$ cat src/rtl/uart_pkg.sv
// Shared UART/ALU definitions: sequencer states, default widths and the opcode map
// decoded by the ALU, so sequencer and ALU agree on encodings.
package uart_pkg;

  localparam int NB_DATA_DFLT = 8;
  localparam int NB_OP_DFLT   = 6;

  typedef enum logic [2:0] {
    S_OPA  = 3'd0,
    S_OPB  = 3'd1,
    S_OPC  = 3'd2,
    S_EXEC = 3'd3,
    S_SEND = 3'd4
  } state_t;

  localparam logic [5:0] OP_ADD = 6'b100000;
  localparam logic [5:0] OP_SUB = 6'b100010;
  localparam logic [5:0] OP_AND = 6'b100100;
  localparam logic [5:0] OP_OR  = 6'b100101;
  localparam logic [5:0] OP_XOR = 6'b100110;
  localparam logic [5:0] OP_SRA = 6'b000011;
  localparam logic [5:0] OP_SRL = 6'b000010;
  localparam logic [5:0] OP_NOR = 6'b100111;

  // States in which a frame byte may be popped from RX.
  function automatic logic is_rx_state(input state_t s);
    return (s == S_OPA) || (s == S_OPB) || (s == S_OPC);
  endfunction

endpackage

$ cat src/rtl/uart_frame_timer.sv
// Inter-byte frame timer: clear wins over enable, count saturates at all-ones,
// expire_o is a combinational pulse on the clock that would pass TIMEOUT-1.
module uart_frame_timer #(
  parameter int TIMEOUT = 50000,
  parameter int NB_TMR  = (TIMEOUT > 0) ? $clog2(TIMEOUT + 1) : 1
) (
  input  logic i_clk,
  input  logic i_reset,
  input  logic clr_i,
  input  logic en_i,
  output logic expire_o
);

  localparam logic [NB_TMR-1:0] LAST = (TIMEOUT > 0) ? NB_TMR'(TIMEOUT - 1) : '0;
  localparam logic              ARMED = (TIMEOUT > 0);

  logic [NB_TMR-1:0] count_q;
  logic [NB_TMR-1:0] count_d;

  always_comb begin
    count_d = count_q;
    if (clr_i) begin
      count_d = '0;
    end else if (en_i && (count_q != '1)) begin
      count_d = count_q + NB_TMR'(1);
    end
  end

  assign expire_o = ARMED && en_i && !clr_i && (count_q == LAST);

  always_ff @(posedge i_clk or negedge i_reset) begin
    if (!i_reset) begin
      count_q <= '0;
    end else begin
      count_q <= count_d;
    end
  end

endmodule

$ cat src/rtl/uart_alu_sequencer.sv
// Frames A, B, opcode bytes from the RX FIFO into the ALU and pushes one result byte to TX.
// Opcode pop to earliest TX push is two clocks; a full TX FIFO stalls the result indefinitely.
module uart_alu_sequencer
  import uart_pkg::*;
#(
  parameter int NB_DATA = NB_DATA_DFLT,
  parameter int NB_OP   = NB_OP_DFLT,
  parameter int TIMEOUT = 50000
) (
  input  logic               i_clk,
  input  logic               i_reset,
  input  logic               rx_empty,
  input  logic [NB_DATA-1:0] r_data,
  output logic               rd_uart,
  input  logic               tx_full,
  output logic [NB_DATA-1:0] w_data,
  output logic               wr_uart,
  output logic [NB_DATA-1:0] o_alu_a,
  output logic [NB_DATA-1:0] o_alu_b,
  output logic [NB_OP-1:0]   o_alu_op,
  input  logic [NB_DATA-1:0] i_alu_result,
  output logic               o_busy,
  output logic               o_timeout
);

  state_t             state_q, state_d;
  logic               rd_q, rd_d;
  logic               wr_q, wr_d;
  logic [NB_DATA-1:0] wdata_q, wdata_d;
  logic [NB_DATA-1:0] a_q, a_d;
  logic [NB_DATA-1:0] b_q, b_d;
  logic [NB_OP-1:0]   op_q, op_d;
  logic [NB_DATA-1:0] result_q, result_d;
  logic               busy_q, busy_d;
  logic               to_q, to_d;

  logic pop_go;
  logic tmr_clr;
  logic tmr_en;
  logic tmr_expire;

  // The FIFO only retires the head on the clock after rd_uart, so its flags are
  // stale for one cycle; skipping that cycle keeps us from double-reading a byte.
  assign pop_go  = is_rx_state(state_q) && !rx_empty && !rd_q;
  assign tmr_clr = pop_go || (state_q == S_OPA) || (state_q == S_EXEC) || (state_q == S_SEND);
  assign tmr_en  = ((state_q == S_OPB) || (state_q == S_OPC)) && !pop_go;

  uart_frame_timer #(
    .TIMEOUT (TIMEOUT)
  ) u_frame_timer (
    .i_clk    (i_clk),
    .i_reset  (i_reset),
    .clr_i    (tmr_clr),
    .en_i     (tmr_en),
    .expire_o (tmr_expire)
  );

  always_comb begin
    state_d  = state_q;
    rd_d     = 1'b0;
    wr_d     = 1'b0;
    to_d     = 1'b0;
    wdata_d  = wdata_q;
    a_d      = a_q;
    b_d      = b_q;
    op_d     = op_q;
    result_d = result_q;

    case (state_q)
      S_OPA: begin
        if (pop_go) begin
          rd_d    = 1'b1;
          a_d     = r_data;
          state_d = S_OPB;
        end
      end
      S_OPB: begin
        if (pop_go) begin
          rd_d    = 1'b1;
          b_d     = r_data;
          state_d = S_OPC;
        end else if (tmr_expire) begin
          to_d    = 1'b1;
          state_d = S_OPA;
        end
      end
      S_OPC: begin
        if (pop_go) begin
          rd_d    = 1'b1;
          op_d    = r_data[NB_OP-1:0];
          state_d = S_EXEC;
        end else if (tmr_expire) begin
          to_d    = 1'b1;
          state_d = S_OPA;
        end
      end
      S_EXEC: begin
        result_d = i_alu_result;
        state_d  = S_SEND;
      end
      S_SEND: begin
        if (!tx_full) begin
          wr_d    = 1'b1;
          wdata_d = result_q;
          state_d = S_OPA;
        end
      end
      default: begin
        state_d = S_OPA;
      end
    endcase

    busy_d = (state_d != S_OPA);
  end

  always_ff @(posedge i_clk or negedge i_reset) begin
    if (!i_reset) begin
      state_q  <= S_OPA;
      rd_q     <= 1'b0;
      wr_q     <= 1'b0;
      wdata_q  <= '0;
      a_q      <= '0;
      b_q      <= '0;
      op_q     <= '0;
      result_q <= '0;
      busy_q   <= 1'b0;
      to_q     <= 1'b0;
    end else begin
      state_q  <= state_d;
      rd_q     <= rd_d;
      wr_q     <= wr_d;
      wdata_q  <= wdata_d;
      a_q      <= a_d;
      b_q      <= b_d;
      op_q     <= op_d;
      result_q <= result_d;
      busy_q   <= busy_d;
      to_q     <= to_d;
    end
  end

  assign rd_uart   = rd_q;
  assign wr_uart   = wr_q;
  assign w_data    = wdata_q;
  assign o_alu_a   = a_q;
  assign o_alu_b   = b_q;
  assign o_alu_op  = op_q;
  assign o_busy    = busy_q;
  assign o_timeout = to_q;

endmodule

$ cat config.mk
export PLATFORM = sky130hd
export DESIGN_NAME = uart_alu_sequencer
export DESIGN_NICKNAME = d
export VERILOG_FILES = /design/src/rtl/uart_pkg.sv /design/src/rtl/uart_frame_timer.sv /design/src/rtl/uart_alu_sequencer.sv
export SDC_FILE = /design/constraint.sdc
export NUM_CORES = 1
export LEC_CHECK = 0
export CAP_MARGIN = 5
export CELL_PAD_IN_SITES_DETAIL_PLACEMENT = 0
export CELL_PAD_IN_SITES_GLOBAL_PLACEMENT = 1
export CORE_ASPECT_RATIO = 1.2
export CORE_MARGIN = 2
export CORE_UTILIZATION = 41
export CTS_BUF_LIST = sky130_fd_sc_hd__clkbuf_16
export CTS_CLUSTER_SIZE = 30
export DETAILED_ROUTE_END_ITERATION = 7
export MAX_ROUTING_LAYER = met4
export PLACE_DENSITY_LB_ADDON = 0.2
export SLEW_MARGIN = 20
export SYNTH_ARGS = -nofsm -noshare
export SYNTH_HDL_FRONTEND = slang
export SYNTH_HIERARCHICAL = 1
export SYNTH_SLANG_ARGS = --single-unit
$ cat constraint.sdc
create_clock -name i_clk -period 3 [get_ports i_clk]
set_input_delay 0.6 -clock i_clk [delete_from_list [all_inputs] [get_ports i_clk]]
set_output_delay 0.6 -clock i_clk [all_outputs]
set_load 0.005 [all_outputs]
# --- Yosys cells after proc, flatten, opt, wreduce, memory -nomap -nowiden ---
# Cells that the tools add are included.
word_totals:
  word_cells: 59
  out_inout_bits: 34
  input_bits: 20
  reg_bits: 61
op_classes:
  eq_ne: 6
  n_reduce_logical: 25
  mux: 15
  bitwise_logic: 1
  add_sub_neg: 1
ops:
  columns: ["cell", "n"]
  rows:
  - ["$mux W16", 2]
  - ["$add A16 B1 Y16 const B", 1]
  - ["$eq A16 B16 Y1 const B", 1]
  - ["$ne A16 B16 Y1 const B", 1]
  - ["$mux W3", 5]
  - ["$pmux W3 S5", 1]
  - ["$reduce_and A2 Y1", 4]
  - ["$mux W1", 7]
  - ["$eq A3 B2 Y1 const B", 2]
  - ["$logic_and A1 B1 Y1", 6]
  - ["$logic_or A1 B1 Y1", 6]
  - ["$logic_not A1 Y1", 4]
  - ["$eq A3 B1 Y1 const B", 1]
  - ["$eq A3 B3 Y1 const B", 1]
  - ["$logic_not A3 Y1", 1]
  - ["$reduce_bool A3 Y1", 1]
  - ["$reduce_or A3 Y1", 1]
  - ["$reduce_bool A2 Y1", 1]
  - ["$reduce_or A2 Y1", 1]
  - ["$not A1 Y1", 1]

# --- Logic depth before layout (Yosys ltp) ---
logic_depth:
  word_depth: 15
  depth_mapped: 10

# --- Modules after synthesis ---
# Netlist, hierarchy kept.
by_module_without_submodules:
  columns: ["module", "seq_area_each_um2", "area_each_um2", "cells_per_inst", "n_inst"]
  rows:
  - ["uart_alu_sequencer", 1126.1, 1760.4, 114, 1]
  - ["uart_frame_timer", 400.4, 940.9, 98, 1]

# --- Worst setup path before layout ---
# Ideal clock, no wire load.
synth_path:
  path_type: "register -> register"
  start: "reg state_q[1]"
  end: "reg busy_q, in the netlist o_busy"
  stages_incl_launch_ff: 9
  path_buffers: 1
  path_slack_ns: 0.612
  required_time_ns: 2.873
  synth_period_minus_slack_ns: 2.388
  t_arrival_ns: 2.261
  path_cell_list: "dfrtp_1 buf_2 xnor2_1 nor3_1 nand4_1 nor4_1 nand2b_1 a211oi_1 o21ai_0"
synth_via:
  word_cells_on_any_way: 25
  cone_classes: "4 x eq/ne; 6 x mux; 15 x reduce/logical"
synth_lines:
  columns: ["item", "line", "source"]
  rows:
  - ["start: declaration", "uart_alu_sequencer.sv:26", "state_t state_q, state_d;"]
  - ["start signal: assignment", "uart_alu_sequencer.sv:129", "state_q <= state_d;"]
  - ["$eq A3 B1 Y1 / $logic_not A3 Y1 (equally long branches)", "uart_pkg.sv:27, uart_alu_sequencer.sv:46", null]
  - ["$logic_or A1 B1 Y1 (2 in series)", "uart_pkg.sv:27", "return (s == S_OPA) || (s == S_OPB) || (s == S_OPC);"]
  - ["$logic_and A1 B1 Y1 (2 in series)", "uart_alu_sequencer.sv:44", "assign pop_go = is_rx_state(state_q) && !rx_empty && !rd_q;"]
  - ["$logic_not A1 Y1", "uart_alu_sequencer.sv:46", "assign tmr_en = ((state_q == S_OPB) || (state_q == S_OPC)) && !pop_go;"]
  - ["$logic_and A1 B1 Y1 (*)", "uart_alu_sequencer.sv:46", null]
  - ["named net tmr_en", "uart_alu_sequencer.sv:39", "logic tmr_en;"]
  - ["$logic_and A1 B1 Y1 (*) (2 in series)", "uart_frame_timer.sv:29", "assign expire_o = ARMED && en_i && !clr_i && (count_q == LAST);"]
  - ["named net tmr_expire", "uart_alu_sequencer.sv:40", "logic tmr_expire;"]
  - ["$mux W3 (*)", "uart_alu_sequencer.sv:82, uart_alu_sequencer.sv:92", null]
  - ["$mux W3 (on tied branches)", "uart_alu_sequencer.sv:88, uart_alu_sequencer.sv:78", null]
  - ["$pmux W3 S5 (*)", "uart_alu_sequencer.sv:69", "case (state_q)"]
  - ["$reduce_bool A3 Y1 (*)", "uart_alu_sequencer.sv:113", "busy_d = (state_d != S_OPA);"]
  - ["named net busy_d", "uart_alu_sequencer.sv:34", "logic busy_q, busy_d;"]
  - ["end signal: assignment", "uart_alu_sequencer.sv:137", "busy_q <= busy_d;"]
  - ["end: declaration", "uart_alu_sequencer.sv:34", null]
# Mark *: on every way through the listed nets, which the timed path passes. The rest lies on a longest branch.
# A chain may end at the register's enable or synchronous reset.

# --- Final worst setup path ---
layout_path:
  start: "in rx_empty"
  end: "reg busy_q, in the netlist o_busy"
layout_via:
  word_cells_on_any_way: 17
  cone_classes: "5 x mux; 12 x reduce/logical"
layout_lines:
  columns: ["item", "line", "source"]
  rows:
  - ["start: declaration", "uart_alu_sequencer.sv:12", "input logic rx_empty,"]
  - ["$logic_not A1 Y1 (*)", "uart_alu_sequencer.sv:44", null]
  - ["$logic_and A1 B1 Y1 (*) (2 in series)", "uart_alu_sequencer.sv:44", null]
  - ["$logic_not A1 Y1 (*)", "uart_alu_sequencer.sv:46", null]
  - ["$logic_and A1 B1 Y1 (*)", "uart_alu_sequencer.sv:46", null]
  - ["named net tmr_en", "uart_alu_sequencer.sv:39", null]
  - ["$logic_and A1 B1 Y1 (*) (2 in series)", "uart_frame_timer.sv:29", null]
  - ["named net tmr_expire", "uart_alu_sequencer.sv:40", null]
  - ["$mux W3 (*)", "uart_alu_sequencer.sv:82, uart_alu_sequencer.sv:92", null]
  - ["$mux W3 (on tied branches)", "uart_alu_sequencer.sv:88, uart_alu_sequencer.sv:78", null]
  - ["$pmux W3 S5 (*)", "uart_alu_sequencer.sv:69", null]
  - ["$reduce_bool A3 Y1 (*)", "uart_alu_sequencer.sv:113", null]
  - ["named net busy_d", "uart_alu_sequencer.sv:34", null]
# Marks and branches as above.

==> reports/metrics.cfg <==
[synthesis]
synth-seq-area-share_pct = 56.5
yosysMostFrequentCell = dfrtp_1
syn_area_mm2 = 0.00270
muxShareOfSynthArea_pct = 16.2
ys_warn_count = 6
synth_edf_count = 0
syn_nets = 233
synth_xor_area_share_pct = 1.30
synthArstFlopShare_pct = 100
synth_top_family_by_area = multiplexers
synthSimpleGateAreaFrac_pct = 14.9
ys_seq_elements = 61
synth_area_leaders = dfrtp_1 (57%), mux2_2 (16%), a21oi_1 (2.2%)
synth-main-ff-cell = dfrtp_1
synth_top_area_share_pct = 56.5
ys_types = 48
synth_area_per_cell_um2 = 12.7
synth_compound_area_share_pct = 8.29
synth_fa_ha_area_share_pct = 0.463
yosys-top-cells-count = dfrtp_1 (61), mux2_2 (38), a21oi_1 (12)
syn_inst = 212
synth_top_area_cell = dfrtp_1

[power]
peakVddDrop_mv = 0.578
cellPowerDensity_mw_per_mm2 = 974
p_total_mw = 3.55
p_leak_nw = 1.51

[routing]
viasPerCell = 5.23
wl_per_cell_um = 15.0
drtIter0Drc = 59
drt_wl_total_mm = 5.43
dr_total_vias = 1897
ant_nets = 0
post-route-drc-count = 0
firstDrtPassIters = 5

[clock_tree]
clock-sinks = 61
hold_buffers = 0
post_cts_buffers = 0
clockRootBuffer = clkbuf_16
ctsHtreeMaxLevel = 3
cts_tree = built
clk_pin_slew_worst_paths_ns = 0.05
cts-resized-gates = 0
numCtsBuffers = 9
clock_path_buffers = 2
worst_skew_pair.late_latency_ns = 0.32

[final_layout]
nets = 294
diodes = 0
layout-drive-gt1-share_pct = 24.5
synthToLayoutAreaGrowth_pct = 34.9
stdcell_count = 363

[global_route]
antenna_found_initial = 0
grt_first_pass_wirelength_mm = 9.36
grt_max_degree = 33
grt_pass1_vias = 1925
gr-total-overflow = 0
grtUsageTotal_pct = 17.2

[timing]
slew_headroom_pct = 53.5
drv_slew = 0
fin_ws_ns = 0.618
final_hold_viol_count = 0
whs_ns = 0.323
rsz0062_at_grt = false
tightest_slew_ns = 0.695
period_share_pct = 79.4
min_period_ns = 2.38
finClkSkew_ns = 0.00621
max_freq_mhz = 420
tns_ns = 0
finalSetupViolCount = 0

[die]
start_util_pct = 42.2
die_h_um = 92.9
core-area_mm2 = 0.00641
num_rows = 32
io_pins = 54
dieWidth_um = 78.1
dieArea_mm2 = 0.00726

[placed_design]
gp_routability_congestion = 0.777
dp.cells = 347
pre_cts_ws_ns = 0.297
io_buffers = 53
dp_hpwl_mm = 3.77

[worst_setup_path]
critPathArrivalTime_ns = 2.57
required_ns = 3.19
regToRegStartpoint = state_q[1]$_DFF_PN0_
startpoint_type = input port
cp-end-kind = flop
startpoint = rx_empty
crit_type = input port to flop
crit_fanout = 5

[job]
drv_cap = 0

[min_path]
hold_class = input port to asynchronous set/reset pin

[outcome]
status = finished clean

cells by family (layout without fill, tap and decap cells):
logic type      Yosys count  after routing
xor+xnor                  4              4
simple gates             63             63
compound gates           33             33
buf+inv                  11             77
mux                      39             39
flops                    61             61
fa+ha+maj                 1              1
flip-flops by register name, summed over array words and instances (netlist names), 3 cells and up:
register and cells:
o_alu_op 6, state_q 3, w_data 8, o_alu_b 8
result_q 8, o_alu_a 8, u_frame_timer/count_q 16
worst paths after layout:
kind,slack (ns),cells after the start,end
min reg2reg,0.50,1,result_q[2]$_DFFE_PN0P_
max reg2reg,0.80,8,o_busy$_DFF_PN0_
min in group i_clk,0.50,1,result_q[2]$_DFFE_PN0P_
max in group asynchronous,2.06,2,o_alu_b[0]$_DFFE_PN0P_
max,0.62,9,o_busy$_DFF_PN0_
min,0.32,1,u_frame_timer/count_q[11]$_DFFE_PN0P_
stage by stage:
stage	util, %	area (µm²)
after global placement	52.0	3330
after floorplan	-	2700
after global routing	56.9	3640
final	56.9	3640
after detailed placement	52.0	3330
after CTS	56.9	3640
layout by cell type (no fill, tap or decap), drive strengths merged, types with 2 or more instances in the layout:
master	Yosys	final
nand3	7	7
clkinv	0	4
xnor2	2	2
buf	6	5
mux2	38	38
or3	9	9
nor2	11	11
inv	4	4
o21ai	8	8
nand2	9	9
clkbuf	1	9
nand4	6	6
and3	2	2
bufinv	0	2
a21oi	12	12
nand2b	3	3
clkdlybuf4s50	0	52
dfrtp	61	61
or4	2	2
nor3	4	4
nor4	3	3
and4	2	2
o31ai	3	3
xor2	2	2
final cells by class:
cell class	count	area (µm²)
Multi-Input combinational cell	140	1110
Fill cell	562	2760
Clock buffer	9	225
Sequential cell	61	1530
Timing Repair Buffer	57	568
Tap cell	85	106
Inverter	4	15.0
Clock inverter	7	90.1
routing by layer:
metal  part of all wire [%]  vias up  track usage, %
li1                       -      904               -
met1                     43      947            21.2
met2                     51       38            26.4
met3                    4.0        8            5.46
met4                    1.4        0            6.58
met5                      0        -               -
power breakdown:
group	total, mW	internal (mW)	switching (mW)
Sequential	1.32	1.12	0.198
Combinational	1.15	0.737	0.414
Clock	1.08	0.721	0.356
critical path, cell delays in order:
cell and delay, ns:
clkdlybuf4s50_1 0.53, nor2_1 0.12, nor3_1 0.37, nand4_1 0.13, nor4_1 0.28, buf_4 0.18
nand2b_1 0.05, a211oi_1 0.21, o21ai_0 0.09
(Power assumes the default switching activity.)
